==> src/rtl/sdram_addr_manager.sv <==
// Circular-buffer address manager for the SDRAM science store: write/read pointers, BA/ROW/COL
// mapping, fill level and flags. Optional stats outputs enabled by SDRAM_ADDR_MGR_STATS_EN.
`timescale 1ns/1ps
module sdram_addr_manager #(
   parameter int unsigned ADDR_W    = 24,
   parameter bit          OVERWRITE = 1'b0,
   parameter int unsigned AF_MARGIN = 64
) (
   input  logic              clk_48mhz,
   input  logic              reset_n,
   input  logic              clear,
   input  logic              next_write,
   input  logic              next_read,
   output logic [1:0]        ba_write,
   output logic [12:0]       row_write,
   output logic [8:0]        col_write,
   output logic [1:0]        ba_read,
   output logic [12:0]       row_read,
   output logic [8:0]        col_read,
   output logic [ADDR_W:0]   fill_count,
   output logic              empty,
   output logic              full,
   output logic              almost_full,
   output logic              overflow,
   output logic              underflow
`ifdef SDRAM_ADDR_MGR_STATS_EN
   ,
   output logic [15:0]       drop_count,
   output logic [ADDR_W:0]   peak_fill
`endif
);

   localparam logic [ADDR_W:0]   Depth   = {1'b1, {ADDR_W{1'b0}}};
   localparam logic [ADDR_W:0]   AfLevel = Depth - AF_MARGIN[ADDR_W:0];
   localparam logic [ADDR_W-1:0] PtrOne  = {{(ADDR_W-1){1'b0}}, 1'b1};
   localparam logic [ADDR_W:0]   CntOne  = {{ADDR_W{1'b0}}, 1'b1};

   logic              nw_q, nr_q;
   logic              wr_evt, rd_evt;
   logic [ADDR_W-1:0] wr_ptr_q, wr_ptr_d;
   logic [ADDR_W-1:0] rd_ptr_q, rd_ptr_d;
   logic [ADDR_W:0]   cnt_d;
   logic              ovf_d, udf_d, drop_evt;
   logic [23:0]       wa, ra;

   assign wr_evt = next_write & ~nw_q;
   assign rd_evt = next_read & ~nr_q;

   // Decisions use the pre-update count; clear wins over any event in the same cycle.
   always_comb begin
      wr_ptr_d = wr_ptr_q;
      rd_ptr_d = rd_ptr_q;
      cnt_d    = fill_count;
      ovf_d    = overflow;
      udf_d    = underflow;
      drop_evt = 1'b0;
      if (clear) begin
         wr_ptr_d = '0;
         rd_ptr_d = '0;
         cnt_d    = '0;
         ovf_d    = 1'b0;
         udf_d    = 1'b0;
      end else if (wr_evt && rd_evt) begin
         wr_ptr_d = wr_ptr_q + PtrOne;
         if (fill_count == '0) begin
            cnt_d = CntOne;
            udf_d = 1'b1;
         end else begin
            rd_ptr_d = rd_ptr_q + PtrOne;
         end
      end else if (wr_evt) begin
         if (fill_count != Depth) begin
            wr_ptr_d = wr_ptr_q + PtrOne;
            cnt_d    = fill_count + CntOne;
         end else begin
            ovf_d    = 1'b1;
            drop_evt = 1'b1;
            if (OVERWRITE) begin
               wr_ptr_d = wr_ptr_q + PtrOne;
               rd_ptr_d = rd_ptr_q + PtrOne;
            end
         end
      end else if (rd_evt) begin
         if (fill_count != '0) begin
            rd_ptr_d = rd_ptr_q + PtrOne;
            cnt_d    = fill_count - CntOne;
         end else begin
            udf_d = 1'b1;
         end
      end
   end

   // Column fastest, then bank, then row.
   always_comb begin
      wa = 24'(wr_ptr_d);
      ra = 24'(rd_ptr_d);
   end

   always_ff @(posedge clk_48mhz or negedge reset_n) begin
      if (!reset_n) begin
         nw_q <= 1'b0;
         nr_q <= 1'b0;
      end else begin
         nw_q <= next_write;
         nr_q <= next_read;
      end
   end

   always_ff @(posedge clk_48mhz or negedge reset_n) begin
      if (!reset_n) begin
         wr_ptr_q  <= '0;
         rd_ptr_q  <= '0;
         col_write <= '0;
         ba_write  <= '0;
         row_write <= '0;
         col_read  <= '0;
         ba_read   <= '0;
         row_read  <= '0;
      end else begin
         wr_ptr_q  <= wr_ptr_d;
         rd_ptr_q  <= rd_ptr_d;
         col_write <= wa[8:0];
         ba_write  <= wa[10:9];
         row_write <= wa[23:11];
         col_read  <= ra[8:0];
         ba_read   <= ra[10:9];
         row_read  <= ra[23:11];
      end
   end

   always_ff @(posedge clk_48mhz or negedge reset_n) begin
      if (!reset_n) begin
         fill_count  <= '0;
         empty       <= 1'b1;
         full        <= 1'b0;
         almost_full <= 1'b0;
         overflow    <= 1'b0;
         underflow   <= 1'b0;
      end else begin
         fill_count  <= cnt_d;
         empty       <= (cnt_d == '0);
         full        <= (cnt_d == Depth);
         almost_full <= (cnt_d >= AfLevel);
         overflow    <= ovf_d;
         underflow   <= udf_d;
      end
   end

`ifdef SDRAM_ADDR_MGR_STATS_EN
   always_ff @(posedge clk_48mhz or negedge reset_n) begin
      if (!reset_n) begin
         drop_count <= '0;
         peak_fill  <= '0;
      end else if (clear) begin
         drop_count <= '0;
         peak_fill  <= '0;
      end else begin
         if (drop_evt && (drop_count != 16'hFFFF)) begin
            drop_count <= drop_count + 16'd1;
         end
         if (cnt_d > peak_fill) begin
            peak_fill <= cnt_d;
         end
      end
   end
`endif

endmodule

==> config.mk <==
export PLATFORM = sky130hd
export DESIGN_NAME = sdram_addr_manager
export DESIGN_NICKNAME = d
export VERILOG_FILES = /design/src/rtl/sdram_addr_manager.sv
export SDC_FILE = /design/constraint.sdc
export NUM_CORES = 1
export LEC_CHECK = 0
export ABC_CLOCK_PERIOD_IN_PS = 4900
export CAP_MARGIN = 20
export CELL_PAD_IN_SITES_DETAIL_PLACEMENT = 1
export CELL_PAD_IN_SITES_GLOBAL_PLACEMENT = 2
export CORE_ASPECT_RATIO = 1.75
export CORE_MARGIN = 8
export CORE_UTILIZATION = 35
export DETAILED_ROUTE_END_ITERATION = 12
export PLACE_DENSITY_LB_ADDON = 0.1
export SETUP_SLACK_MARGIN = 0.5
export SYNTH_ARGS = -nofsm -noshare
export SYNTH_HDL_FRONTEND = slang
export SYNTH_SLANG_ARGS = --single-unit
==> constraint.sdc <==
create_clock -name clk_48mhz -period 4.9 [get_ports clk_48mhz]
set_input_delay 0.49 -clock clk_48mhz [delete_from_list [all_inputs] [get_ports clk_48mhz]]
set_output_delay 0.49 -clock clk_48mhz [all_outputs]
set_load 0.05 [all_outputs]
# Yosys cells after proc, flatten, opt, wreduce, memory -nomap -nowiden

Cells that the tools add are included.

Add/subtract/negate cells: 4
$lt $le $gt $ge: 1
Equality and inequality tests: 7
Muxes and demuxes: 27
Bitwise operators: 4
Reduce and logical (&&, ||, !) cells: 8

Operators with widths:

| operator              | count |
|---|---|
| $mux 24               | 10 |
| $mux 25               | 7 |
| $logic_not 25->1      | 2 |
| $add 24x1->24 const B | 2 |
| $add 25x1->25 const B | 1 |
| $eq 25x25->1 const B  | 1 |
| $ge 25x24->1 const B  | 1 |
| $ne 25x25->1 const B  | 1 |
| $reduce_bool 25->1    | 1 |
| $sub 25x1->25 const B | 1 |
| $mux 1                | 10 |
| $ne 3x2->1 const B    | 2 |
| $ne 2x2->1 const B    | 2 |
| $reduce_and 4->1      | 1 |
| $ne 3x3->1 const B    | 1 |
| $reduce_and 3->1      | 1 |
| $reduce_bool 3->1     | 1 |
| $and 1x1->1           | 2 |
| $not 1->1             | 2 |
| $reduce_bool 2->1     | 1 |
| $logic_and 1x1->1     | 1 |

Bits in registers: 128
Input port bits: 5
Output and inout port bits: 78
Logic and storage cells: 67

# Depth between registers and ports, before layout

Gate-level depths: netlist (run 1).

Depth after elaboration: 7
Mapped depth: 15

# Least setup slack after synthesis (run 1)

No wires, ideal clock.

Path kind: register -> register
Start point: reg fill_count[8]
End point: reg empty
Library setup time: 0.082 ns
Arrival time: 3.271 ns
Required time: 4.818 ns
Path slack: 1.547 ns
Stages on the path, launching flop included: 12
Clock period less this slack: 3.353 ns
Path through: dfrtp_1 > buf_2 > or4_1 > clkbuf_2 > or4_4 > buf_6 > or4_1 > o22ai_1 > xor2_1 > nor4_1 > a41oi_1 > nor3_1

Cells in the longest elaborated chain, start to end: 7
Elaborated cells on any way between the ends: 13
Classes of those cells: add/sub: 2; eq/ne: 1; mux: 7; reduce/logical: 3

RTL lines:

| what                                                       | line   | source |
|---|---|---|
| start, declared                                            | 20     | `output logic [ADDR_W:0] fill_count,` |
| start signal, assigned                                     | 140    | `fill_count <= cnt_d;` |
| $sub 25x1->25 / $reduce_bool 25->1 (equally long branches) | 86, 84 |  |
| $mux 25                                                    | 84     | `if (fill_count != '0) begin` |
| $mux 25                                                    | 83     | `end else if (rd_evt) begin` |
| $mux 25                                                    | 71     | `end else if (wr_evt) begin` |
| $mux 25 (*)                                                | 63     | `end else if (wr_evt && rd_evt) begin` |
| $mux 25 (*)                                                | 57     | `if (clear) begin` |
| $logic_not 25->1 (*)                                       | 141    | `empty <= (cnt_d == '0);` |
| end signal, assigned                                       | 141    |  |
| end, declared                                              | 21     | `output logic empty,` |

Every way passes the cells marked *; elsewhere a longest branch is shown, timed or not.
A chain may end at the register's enable or synchronous reset.

# Worst setup path in the final report (run 1)

Start point: reg fill_count[10]
End point: reg empty

Same word-level chain as after synthesis.

==> results.sh, run 1 <==
export IMPL_outcome="finished clean"
export IMPL_n_fill_cell=1540
export IMPL_drcViolationCount=0
export IMPL_period_needed_ns=3.79
export IMPL_cts_max_level=3
export IMPL_p_comb_frac=0.425
export IMPL_ys_flop_type="dfrtp_1"
export IMPL_clockPowerShare=0.278
export IMPL_tns_ns=0
export IMPL_num_rows=56
export IMPL_holdBufCountCts=0
export IMPL_end_kind="register"
export IMPL_gp_congestion=0.905
export IMPL_synth_top_cell_area_share=0.420
export IMPL_syn_inst=520
export IMPL_drive_gt1_frac=0.0688
export IMPL_drv_slew=0
export IMPL_pwr_share_seq=0.297
export IMPL_max_freq_ghz=0.264
export IMPL_drt_initial_drc_count=154
export IMPL_syn_area_per_cell_um2=9.05
export IMPL_postRouteWirelength_mm=16.1
export IMPL_synthMuxAreaShare=0.0136
export IMPL_core_um2=13200
export IMPL_drv_cap=0
export IMPL_cts_buffer_depth=2
export IMPL_multi_input_area_um2=2550
export IMPL_ir_drop_mv=0.264
export IMPL_dieArea_um2=17600
export IMPL_synth_xor_area_frac=0.108
export IMPL_yosysSeqAreaShare=0.426
export IMPL_crit_required_ns=5.16
export IMPL_intPower_mw=1.64
export IMPL_path_class="register to register"
export IMPL_grt_overflow=0
export IMPL_synth_edf_count=0
export IMPL_cts_resized=0
export IMPL_viasPerCell=5.64
export IMPL_cp_start_kind="register"
export IMPL_first_pass_iters=4
export IMPL_cp_max_fo=9
export IMPL_worst_pin_slew_ns=0.903
export IMPL_fp_dieW_um=104
export IMPL_ys_seq_elements=80
export IMPL_ant_nets=0
export IMPL_synth_simple_gate_area_frac=0.301
export IMPL_hp_class="input pin to asynchronous set/reset pin"
export IMPL_port_buffers=82
export IMPL_fin_worst_skew_ns=0.0124
export IMPL_power_per_cell_area_nw_per_um2=475
export IMPL_ys_top_cells_by_area="dfrtp_1 (42%), xor2_1 (7.6%), nor2_1 (6.0%), nand4_1 (3.7%), xnor2_1 (3.2%)"
export IMPL_cts_buffers=9
export IMPL_setup_viol=0
export IMPL_post_cts_buffers=0
export IMPL_dpl_hpwl_mm=12.3
export IMPL_clk_latency_ns=0.34
export IMPL_syn_to_final_growth_pct=27.9
export IMPL_start_util=0.355
export IMPL_crit_arrival_ns=4.05
export IMPL_synth_compound_area_frac=0.102
export IMPL_grt_pass1_wl_mm=26.1
export IMPL_cts_tree="built"
export IMPL_p_leak_nw=2.49
export IMPL_io_pins=83
export IMPL_antenna_found_initial=0
export IMPL_grt_pass1_vias=4737
export IMPL_cts_sinks=80
export IMPL_synthAdderAreaFrac=0.0160
export IMPL_wire_per_inst_um=20.9
export IMPL_p_sw_frac=0.428
export IMPL_num_vias=4344
export IMPL_yosysTopAreaCell="dfrtp_1"
export IMPL_nets=602
export IMPL_rsz0062_at_grt="false"
export IMPL_grt_max_degree=46
export IMPL_period_share=0.773
export IMPL_hold_viol=0
export IMPL_synth_distinct_cells=60
export IMPL_post_route_util=0.455
export IMPL_cts_root_buffer="clkbuf_16"
export IMPL_synthArstFlopShare=1.00
export IMPL_clkSlewWorstSetupHoldPaths_ns=0.07
export IMPL_switchingPower_mw=1.22
export IMPL_synth_top_family_by_area="simple AND/OR/NAND/NOR gates"
export IMPL_dieHeight_um=169
export IMPL_n_antenna_cell=0
export IMPL_yosysWarningCount=0
export IMPL_gr_usage_all_layers=0.185
export IMPL_synth_net_count=531
export IMPL_relSlewSlack=0.390
export IMPL_regArea_um2=2000
export IMPL_syn_area_um2=4710
-- state kept, by name, summed over array words and instances, names as in the netlist --
register	count
overflow	1
empty	1
underflow	1
wr_ptr_q	23
nr_q	1
full	1
rd_ptr_q	24
row_write	1
almost_full	1
nw_q	1
fill_count	25
-- Yosys cell counts, types with 2 or more instances --
library cell	number
a21oi_1	17
nor4_1	12
nor2b_1	17
nand3_1	28
o31ai_1	3
a211oi_1	2
o21ai_0	8
dfrtp_1	79
a32oi_1	4
and4b_1	2
or3_1	12
and3_1	14
nor3_1	15
a31o_2	3
inv_1	9
nand2b_1	3
ha_1	6
nand2_1	31
nand4_1	28
xor2_1	41
nor2_1	75
o22ai_1	2
mux2i_1	3
buf_2	2
o211ai_1	4
o311ai_0	2
clkbuf_1	25
or4_1	6
mux2_2	3
o41ai_1	3
nor3b_1	4
xnor2_1	17
and4_1	10
a41oi_1	4
-- cell families after synthesis --
group | count (synthesis)
compound gates | 65
xor+xnor | 58
fa+ha+maj | 6
buf+inv | 39
flops | 80
mux | 6
simple gates | 266
-- per-stage QoR --
step           cells  total power, mW  setup WS (ns)  hold slack (ns)  area (um2)
2_1_floorplan    520             1.68           1.55            0.194        4710
3_3_place_gp     754             2.06           1.18            0.488        5680
3_5_place_dp     754             2.07           1.12            0.493        5680
4_1_cts          770             2.89           1.09            0.127        6020
5_1_grt          770             3.01          0.915            0.158        6020
6_report         770             2.86           1.11            0.109        6020
-- layout make-up --
cell class	count	share of cell area
timing repair buffer	90	0.145
inverter	9	0.00561
sequential	80	0.333
clock buffer	10	0.0380
clock inverter	6	0.0191
multi-input combinational	401	0.423
tap	174	0.0362
-- layer usage --
layer / vias to the layer above / GRT usage / routed length [um]
li1: 2023 / - / -
met1: 2181 / 0.184 / 5850
met2: 100 / 0.345 / 8770
met3: 40 / 0.0350 / 624
met4: 0 / 0.120 / 869
met5: - / 0 / 0
-- power by group through the flow --
stage               clock, mW  sequential (mW)  combinational (mW)
detailed placement          0            0.861                1.21
CTS                     0.816            0.849                1.22
floorplan                   0            0.999               0.678
global route            0.840            0.861                1.31
global placement            0            0.858                1.21
finish                  0.796            0.850                1.22
-- critical path: stages (launching register included) --
cell and delay (ns):
dfrtp_1 0.44, or4_1 0.71, or4_4 0.62, nor2_1 0.40
inv_1 0.10, ha_1 0.28, nand2_1 0.05, a21oi_1 0.16
a31o_2 0.14, nand2_1 0.14, nor4_1 0.24, a41oi_1 0.21
nor3_1 0.21
-- final timing paths --
| path | start | slack [ns] | endpoint | cells past startpoint |
|---|---|---|---|---|
| setup / recovery | fill_count[10] | 1.11 | empty | 12 |
| hold / removal | reset_n | 0.11 | fill_count[24] | 1 |
| setup reg to reg | fill_count[10] | 1.11 | empty | 12 |
| hold reg to reg | overflow | 0.50 | overflow | 2 |
| max in group asynchronous | reset_n | 3.81 | wr_ptr_q[0] | 2 |
| min in group clk_48mhz | overflow | 0.50 | overflow | 2 |
-- placed cells by master (no fill, tap or decap), drive strengths merged, types with 14 or more instances in the layout --
cell type      count
nor3              15
nand2             31
dfrtp             79
nor2b             17
a21oi             17
xnor2             17
nor2              75
clkdlybuf4s50     80
and3              14
nand3             28
xor2              41
nand4             28
(Power assumes the default switching activity.)
==> run 2, diff against run 1 <==
- ABC_CLOCK_PERIOD_IN_PS: 4900 -> 3200
- CORE_UTILIZATION: 35 -> 29
- clock period: 4.9 -> 3.2 ns (I/O delays scaled with it)
==> run 2 against run 1 <==
  * Global-route usage down 0.22 points
  * First-iteration DRC count increased by 5.8%
  * Worst hold slack got worse by 0.0081 ns
  * Critical path depth shrank 3
  * Combinational power grew to 2.5 times the previous value
  * Count of clock-buffer cells in the layout up 1
  * Maximum frequency increased by 25%
  * Clock power rose by 38%
  * Register-to-register slack got worse by 0.93 ns
  * Critical path type unchanged
  * Via count up 9.1%
  * Clock skew decreased by 0.0030 ns
  * Sequential power increased by 45%
==> results.sh, run 2 (same netlist as run 1, synthesis figures left out) <==
export IMPL_rsz0062_at_grt="true"
export IMPL_drive_gt1_frac=0.285
export IMPL_largest_register_ffs=25
export IMPL_dieHeight_um=185
export IMPL_period_share=0.943
export IMPL_wire_per_inst_um=21.3
export IMPL_gr_usage_all_layers=0.183
export IMPL_drv_cap=0
export IMPL_fp_dieW_um=112
export IMPL_path_buf_inv=1
export IMPL_p_leak_nw=2.99
export IMPL_cpPeakStageDelay_ns=0.56
export IMPL_grt_pass1_wl_mm=29.6
export IMPL_cp_common_cell="or4_4"
export IMPL_first_pass_iters=5
export IMPL_layout_commonest_cell="buf_4"
export IMPL_port_buffers=82
export IMPL_drcViolationCount=0
export IMPL_syn_to_final_growth_pct=51.2
export IMPL_max_freq_ghz=0.331
export IMPL_path_class="register to register"
export IMPL_relSlewSlack=0.347
export IMPL_num_rows=61
export IMPL_cts_buffers=9
export IMPL_core_um2=15900
export IMPL_cp_start_kind="register"
export IMPL_final_area_um2=7110
export IMPL_ir_drop_mv=0.401
export IMPL_setup_viol=0
export IMPL_cp_slowest_cell="or4_4"
export IMPL_cts_sinks=80
export IMPL_final_cell_mix="buf_4 (87), clkdlybuf4s50_1 (80), nor2_1 (73)"
export IMPL_crit_arrival_ns=3.29
export IMPL_drt_initial_drc_count=163
export IMPL_gp_congestion=0.880
export IMPL_cp_max_fo=7
export IMPL_end_kind="register"
export IMPL_fin_worst_skew_ns=0.00937
export IMPL_tns_ns=0
export IMPL_drv_slew=0
export IMPL_hp_class="input pin to asynchronous set/reset pin"
export IMPL_nets=687
export IMPL_cts_root_buffer="clkbuf_16"
export IMPL_clkSlewWorstSetupHoldPaths_ns=0.06
export IMPL_n_antenna_cell=0
export IMPL_cts_buffer_depth=2
export IMPL_hold_viol=0
export IMPL_cts_max_level=3
export IMPL_top_regs="fill_count (25), rd_ptr_q (24), wr_ptr_q (23)"
export IMPL_io_pins=83
export IMPL_dp_cells=836
export IMPL_outcome="finished clean"
export IMPL_antenna_found_initial=0
export IMPL_largest_register="fill_count"
export IMPL_dieArea_um2=20700
export IMPL_cts_tree="built"
export IMPL_grt_max_degree=72
export IMPL_power_per_cell_area_nw_per_um2=758
export IMPL_crit_chain="or4_4, or4_4, a2111o_1, buf_6, o32ai_4, xor2_2, nand4_1, nor4_2, a41o_1"
export IMPL_final_cells=870
export IMPL_postRouteWirelength_mm=18.6
export IMPL_dpl_hpwl_mm=14.1
export IMPL_crit_required_ns=3.47
export IMPL_grt_overflow=0
export IMPL_start_util=0.296
export IMPL_num_vias=4738
export IMPL_ant_nets=0
export IMPL_dp_slack_ns=0.0153
export IMPL_critPathTopFamily="simple AND/OR/NAND/NOR gates"
export IMPL_setup_slack_ns=0.182
export IMPL_grt_pass1_vias=5263
export IMPL_period_needed_ns=3.02
export IMPL_worst_pin_slew_ns=0.979
export IMPL_clk_latency_ns=0.33
export IMPL_post_dp_cell_area_um2=6260
export IMPL_viasPerCell=5.45
==> run 2: changes by cell type in the layout (fill, tap and decap cells not counted), moves of 6 or more <==
cell     change
a21oi_1      -6
buf_4       +78
dfrtp_1      -7
dfrtp_2      +7
nor4_1       -6
xor2_1       -8
xor2_2       +8
==> run 2: worst register-to-register path, stage by stage (launching register included) <==
cell,delay (ns)
dfrtp_2,0.40
or4_4,0.56
or4_4,0.52
a2111o_1,0.41
buf_6,0.16
o32ai_4,0.17
xor2_2,0.23
nand4_1,0.13
nor4_2,0.16
a41o_1,0.21
==> run 2: stage by stage <==
stage / hold slack (ns) / power [mW] / utilization
final: 0.101 / 5.39 / 0.448
after global routing: 0.185 / 5.67 / 0.448
after CTS: 0.167 / 5.17 / 0.432
after detailed placement: 0.499 / 3.68 / 0.394
after global placement: 0.483 / 3.66 / 0.394
after floorplan: 0.0244 / 2.65 / -
==> run 2: repair_timing <==
item                       4_1_cts  5_1_grt
pin swaps                       16       10
gates resized for setup         39       42
hold endpoints to repair         0        0
cloned                           0        0
hold buffers                     0        0
setup buffers                   11        7
setup endpoints to repair       26       49
==> run 2: per-layer routing <==
metal	global-route usage	vias up	routed length (um)
met5	0	-	0
met4	0.0907	0	737
met3	0.0318	37	611
met2	0.353	108	10400
met1	0.184	2413	6810
li1	-	2180	-
==> run 2: area by class of cell <==
cell class / count / area [um2]
Clock buffer: 11 / 233
Clock inverter: 5 / 81.3
Fill cell: 1825 / 8760
Inverter: 9 / 33.8
Multi-Input combinational cell: 401 / 2970
Sequential cell: 80 / 2010
Tap cell: 189 / 236
Timing Repair Buffer: 175 / 1550
==> run 2: final timing paths <==
kind	from	end	slack (ns)	cells after the start
max in group asynchronous	reset_n	fill_count[6]	2.35	1
worst max-delay path	fill_count[8]	almost_full	0.18	9
worst min register to register	underflow	underflow	0.51	2
min in group clk_48mhz	next_write	nw_q	0.49	1
worst max register to register	fill_count[8]	almost_full	0.18	9
worst min-delay path	reset_n	rd_ptr_q[16]	0.10	1
==> run 2: report_power, final <==
part           leakage (nW)  switching [mW]  internal, mW
Combinational          1.75            1.73          1.32
Sequential             1.09           0.121          1.11
Clock                 0.150           0.419         0.685
